[src/rtl/decoder_seq_n.sv]
`default_nettype none
// ============================================================================
// Module      : decoder_seq_n
// Description : Registered SEL_W-to-2**SEL_W one-hot decoder with a
//               valid/ready input handshake and three output modes:
//               LEVEL (hold), PULSE (one-cycle strobe) and SCAN (timed
//               one-hot walk over every line).
// Revision    : 1.0 - initial release
// ----------------------------------------------------------------------------
// Ports
//   clk           in   1        rising-edge clock
//   rst           in   1        synchronous reset, active-high
//   en_i          in   1        global enable; 0 clears outputs next edge
//   mode_i        in   2        00 LEVEL, 01 PULSE, 10 SCAN, 11 reserved
//   din_i         in   SEL_W    select index
//   din_valid_i   in   1        select request
//   din_ready_o   out  1        request can be accepted this cycle
//   dwell_i       in   DWELL_W  SCAN cycles per position minus 1
//   dout_o        out  OUT_W    one-hot output lines
//   dout_valid_o  out  1        dout_o is non-zero
//   busy_o        out  1        strobe or scan in progress
// ============================================================================
module decoder_seq_n #(
  parameter int SEL_W   = 3,
  parameter int DWELL_W = 4
) (
  input  logic               clk,
  input  logic               rst,
  input  logic               en_i,
  input  logic [1:0]         mode_i,
  input  logic [SEL_W-1:0]   din_i,
  input  logic               din_valid_i,
  output logic               din_ready_o,
  input  logic [DWELL_W-1:0] dwell_i,
  output logic [2**SEL_W-1:0] dout_o,
  output logic               dout_valid_o,
  output logic               busy_o
);

  localparam int OUT_W = 2**SEL_W;

  localparam logic [1:0] MODE_LEVEL = 2'b00;
  localparam logic [1:0] MODE_PULSE = 2'b01;
  localparam logic [1:0] MODE_SCAN  = 2'b10;

  localparam logic [OUT_W-1:0] ONE      = OUT_W'(1);
  localparam logic [SEL_W:0]   LAST_POS = (SEL_W+1)'(OUT_W-1);

  typedef enum logic [1:0] {
    ST_IDLE   = 2'd0,
    ST_HOLD   = 2'd1,
    ST_STROBE = 2'd2,
    ST_SCAN   = 2'd3
  } state_t;

  state_t             state_q, state_d;
  logic [OUT_W-1:0]   dout_q, dout_d;
  logic               dout_valid_q;
  logic [SEL_W-1:0]   idx_q, idx_d;
  logic [DWELL_W-1:0] dcnt_q, dcnt_d;
  logic [DWELL_W-1:0] dwell_q, dwell_d;
  // One bit wider than idx so it can distinguish "visited all OUT_W lines".
  logic [SEL_W:0]     pos_q, pos_d;

  logic accept;

  assign din_ready_o  = en_i & ((state_q == ST_IDLE) | (state_q == ST_HOLD));
  assign accept       = din_valid_i & din_ready_o;
  assign dout_o       = dout_q;
  assign dout_valid_o = dout_valid_q;
  assign busy_o       = (state_q == ST_STROBE) | (state_q == ST_SCAN);

  always_comb begin
    state_d = state_q;
    dout_d  = dout_q;
    idx_d   = idx_q;
    dcnt_d  = dcnt_q;
    dwell_d = dwell_q;
    pos_d   = pos_q;

    if (!en_i) begin
      state_d = ST_IDLE;
      dout_d  = '0;
      idx_d   = '0;
      dcnt_d  = '0;
      dwell_d = '0;
      pos_d   = '0;
    end else begin
      case (state_q)
        ST_IDLE, ST_HOLD: begin
          if (accept) begin
            case (mode_i)
              MODE_LEVEL: begin
                dout_d  = ONE << din_i;
                state_d = ST_HOLD;
              end
              MODE_PULSE: begin
                dout_d  = ONE << din_i;
                state_d = ST_STROBE;
              end
              MODE_SCAN: begin
                dout_d  = ONE << din_i;
                idx_d   = din_i;
                dcnt_d  = '0;
                pos_d   = '0;
                dwell_d = dwell_i;
                state_d = ST_SCAN;
              end
              default: begin
                // Reserved mode: request is consumed, nothing is driven.
                dout_d  = '0;
                state_d = ST_IDLE;
              end
            endcase
          end
        end
        ST_STROBE: begin
          dout_d  = '0;
          state_d = ST_IDLE;
        end
        ST_SCAN: begin
          if (dcnt_q == dwell_q) begin
            dcnt_d = '0;
            if (pos_q == LAST_POS) begin
              dout_d  = '0;
              idx_d   = '0;
              pos_d   = '0;
              state_d = ST_IDLE;
            end else begin
              idx_d  = idx_q + 1'b1;
              pos_d  = pos_q + 1'b1;
              dout_d = ONE << (idx_q + 1'b1);
            end
          end else begin
            dcnt_d = dcnt_q + 1'b1;
          end
        end
        default: begin
          dout_d  = '0;
          state_d = ST_IDLE;
        end
      endcase
    end
  end

  always_ff @(posedge clk) begin
    if (rst) begin
      state_q      <= ST_IDLE;
      dout_q       <= '0;
      dout_valid_q <= 1'b0;
      idx_q        <= '0;
      dcnt_q       <= '0;
      dwell_q      <= '0;
      pos_q        <= '0;
    end else begin
      state_q      <= state_d;
      dout_q       <= dout_d;
      dout_valid_q <= |dout_d;
      idx_q        <= idx_d;
      dcnt_q       <= dcnt_d;
      dwell_q      <= dwell_d;
      pos_q        <= pos_d;
    end
  end

endmodule
`default_nettype wire

[config.mk]
export PLATFORM = sky130hd
export DESIGN_NAME = decoder_seq_n
export DESIGN_NICKNAME = d
export VERILOG_FILES = /design/src/rtl/decoder_seq_n.sv
export SDC_FILE = /design/constraint.sdc
export NUM_CORES = 1
export LEC_CHECK = 0
export ABC_AREA = 1
export CORE_MARGIN = 2
export CORE_UTILIZATION = 53
export CTS_CLUSTER_DIAMETER = 80
export DETAILED_ROUTE_END_ITERATION = 16
export PLACE_DENSITY = 0.78
export SETUP_SLACK_MARGIN = 0.4
export SYNTH_ARGS = -nofsm -noshare
export SYNTH_HDL_FRONTEND = slang
export SYNTH_SLANG_ARGS = --single-unit
[constraint.sdc]
create_clock -name clk -period 3.33 [get_ports clk]
set_input_delay 0.333 -clock clk [delete_from_list [all_inputs] [get_ports clk]]
set_output_delay 0.333 -clock clk [all_outputs]
set_load 0.02 [all_outputs]
==> impl_metrics.csv <==
group,metric,value,unit
floorplanning,chipWidth,61.0,µm
setup_path,worstPathMaxFanout,15,
synth,synth_top_cells_by_area,"dfxtp_1 30%, nand2_1 10%, nand3_1 9.9%",
routing,routedWlPerCell,11.4,µm
synth,synth_top_cell_area_share,30.2,%
clocking,cts_resized,0,
clocking,root_buffer,"clkbuf_4",
routing,drt-vias-per-instance,5.05,
setup_path,cp_slowest_cell,"dfxtp_1",
sta,hold_violations,0,
sta,slew_violations,0,
sta,slew_headroom,52.9,%
routing,wirelength,3520,µm
placed_design,dpl.cell_count,306,
power_and_ir_drop,power.density,296,nW/µm²
final_layout,final_cells,310,
routing,first_pass_iters,4,
synth,seq_area_frac_synth,30.2,%
synth,syn-num-nets,267,
floorplanning,die_area,3730,µm²
worst_hold_path,min_from,"dwell_q[0]",
placed_design,gp_congestion,0.830,
routing,drt-initial-drc-count,79,
final_layout,antennaDiodeCount,0,
synth,synth_area_leader_cell,"dfxtp_1",
setup_path,cp.required,3.00,ns
global_route,grt_pass1_vias,1395,
setup_path,worst-endpoint-arrival,1.79,ns
sta,setup_viol,0,
setup_path,critPathCaptureType,"output port",
clocking,cts_max_level,1,
floorplanning,dieHeight,61.0,µm
global_route,grt_max_degree,16,
worst_hold_path,min_path_type,"flop to flop",
sta,worst_pin_slew,0.704,ns
setup_path,crit_family,"flip-flops",
setup_path,cp_cell_sequence,"clkdlybuf4s50_1",
global_route,grt_use_total,21.2,%
synth,syn_inst,244,
setup_path,crit_buf_inv,1,
clocking,cts_buffers,3,
global_route,antenna_found_initial,0,
sta,clock_skew,0.00726,ns
clocking,cts_sinks,26,
clocking,postCtsHoldBufs,0,
routing,drc_errors,0,
placed_design,dpl.hpwl,2780,µm
status,status,"complete, no violations",
final_layout,drive_gt1_share,10.9,%
final_layout,area_delta_synth_final,16.2,%
floorplanning,rows,20,
synth,ys_ff_latch,26,
clocking,clk-insertion-delay-late,0.32,ns
sta,tns,0,ns
final_layout,nNetsFinal,290,
floorplanning,initial_utilization,56.0,%
setup_path,path_class,"flop to output port",
setup_path,start_kind,"flop",
sta,period_needed,2.13,ns
final_layout,post-route-util,65.1,%
placed_design,io_buffer_count,23,
clocking,post_cts_buffers,0,
sta,fmax,0.470,GHz
synth,post_synth_num_cell_types,31,
setup_path,max_stage_delay,0.75,ns
global_route,overflow,0,
sta,rsz0062_at_grt,"no",
global_route,grt_pass1_wl,6030,µm
power_and_ir_drop,ir_worst_vdd,0.167,mV
floorplanning,core_area,3080,µm²
power_and_ir_drop,leakage,0.875,nW
final_layout,nFillCells,304,
setup_path,r2r_setup_slack,1.49,ns
clocking,clock_tree.buffer_depth,2,
clocking,clk_pin_slew_worst_paths,0.14,ns
sta,final.period_utilization,63.9,%
routing,detail-route-antenna-nets,0,
routing,dr_total_vias,1565,
job,cap_violations,0,
setup_path,cp-startpoint,"state_q[1]",
floorplanning,ioPinCount,24,
clocking,tritoncts,"yes",
synth,syn_avg_cell_area,7.07,µm²
synth,yosys_warnings,0,
setup_path,reg2reg_from,"state_q[1]",
synth,synth_area,1720,µm²
## registers in the layout (all words and copies together), names as in the netlist
register and flops:
dout_valid_o 1, state_q 2, dout_o 8, pos_q 4, dwell_q 4, dcnt_q 4, idx_q 3
## power breakdown
group	internal, mW	switching (mW)
combinational	0.0464	0.0619
sequential	0.319	0.00577
clock	0.0668	0.0929
total	0.432	0.161
## metal layers
layer  up-vias  share of wire [%]  GRT usage [%]
met2        38                 45           33.9
met3         6                4.7           3.36
met4         0                1.4           6.21
met5         -                  0              0
li1        827                  -              -
met1       694                 49           29.6
## layout by cell type (no fill, tap or decap), types with 2 or more instances in the layout
| cell | count |
|---|---|
| a211oi_1 | 2 |
| a21oi_1 | 17 |
| clkbuf_4 | 3 |
| clkdlybuf4s50_1 | 23 |
| dfxtp_1 | 26 |
| ha_1 | 10 |
| inv_1 | 30 |
| inv_2 | 4 |
| nand2_1 | 48 |
| nand2_2 | 4 |
| nand2_4 | 6 |
| nand2_8 | 2 |
| nand3_1 | 34 |
| nor2_1 | 26 |
| nor2_4 | 3 |
| nor3_1 | 2 |
| o21ai_0 | 11 |
| o21ai_1 | 2 |
| xor2_1 | 2 |
## per-stage QoR
step	worst slack [ns]	area [µm²]	power [mW]	hold slack, ns
2_1_floorplan	1.84	1720	0.398	0.444
3_3_place_gp	1.27	1970	0.438	0.459
3_5_place_dp	1.21	1970	0.439	0.468
4_1_cts	1.21	2000	0.598	0.492
5_1_grt	1.16	2000	0.625	0.526
6_report	1.20	2000	0.592	0.493
## path summary, 6_finish.rpt
| check | end | depth (start not counted) |
|---|---|---|
| hold reg to reg | dwell_q[0] | 2 |
| setup / recovery | busy_o | 1 |
| setup reg to reg | dout_valid_o | 10 |
| hold / removal | dwell_q[0] | 2 |
## layout make-up
cell class                 count  area [µm²]  share of cell area [%]
clock buffer                   4        36.3                    1.81
inverter                      36         153                    7.62
multi-input combinational    177        1010                    50.3
sequential                    26         520                    26.0
tap                           44        55.1                    2.75
timing repair buffer          23         230                    11.5
## logic make-up after synthesis
family,Yosys count,share of synthesized area [%]
xor gates and xnor gates,2,1.02
buffers and inverters,41,11.3
adders and majority gates,10,7.26
AOI/OAI and AO/OA,35,10.9
DFF,26,30.2
and+or+nand+nor,130,39.3
## cells in the mapped netlist
cell type	number
inv_1	30
clkinv_8	1
buf_6	1
nor2_8	1
o21ai_2	1
nand2_8	2
nand3_1	34
nand2_4	6
nor3b_2	1
nor2_4	3
dfxtp_1	26
a211oi_1	2
xor2_1	2
o22ai_1	1
a21oi_1	17
inv_2	4
nor3b_1	1
nand3b_1	1
nand2_1	48
inv_6	1
bufbuf_8	1
clkbuf_1	2
a22oi_1	1
nor2_2	1
nor3_1	2
buf_2	1
nor2_1	26
o21ai_0	11
ha_1	10
nand2_2	4
o21ai_1	2
## tightest hold or removal path: cells and delay by family, from the launching register on
kind	cells	cell delay, ns
AO/OA/AOI/OAI	1	0.06
flip-flops	1	0.34
buffers and inverters	1	0.07
Note: power is estimated with default switching activity, not from simulation.
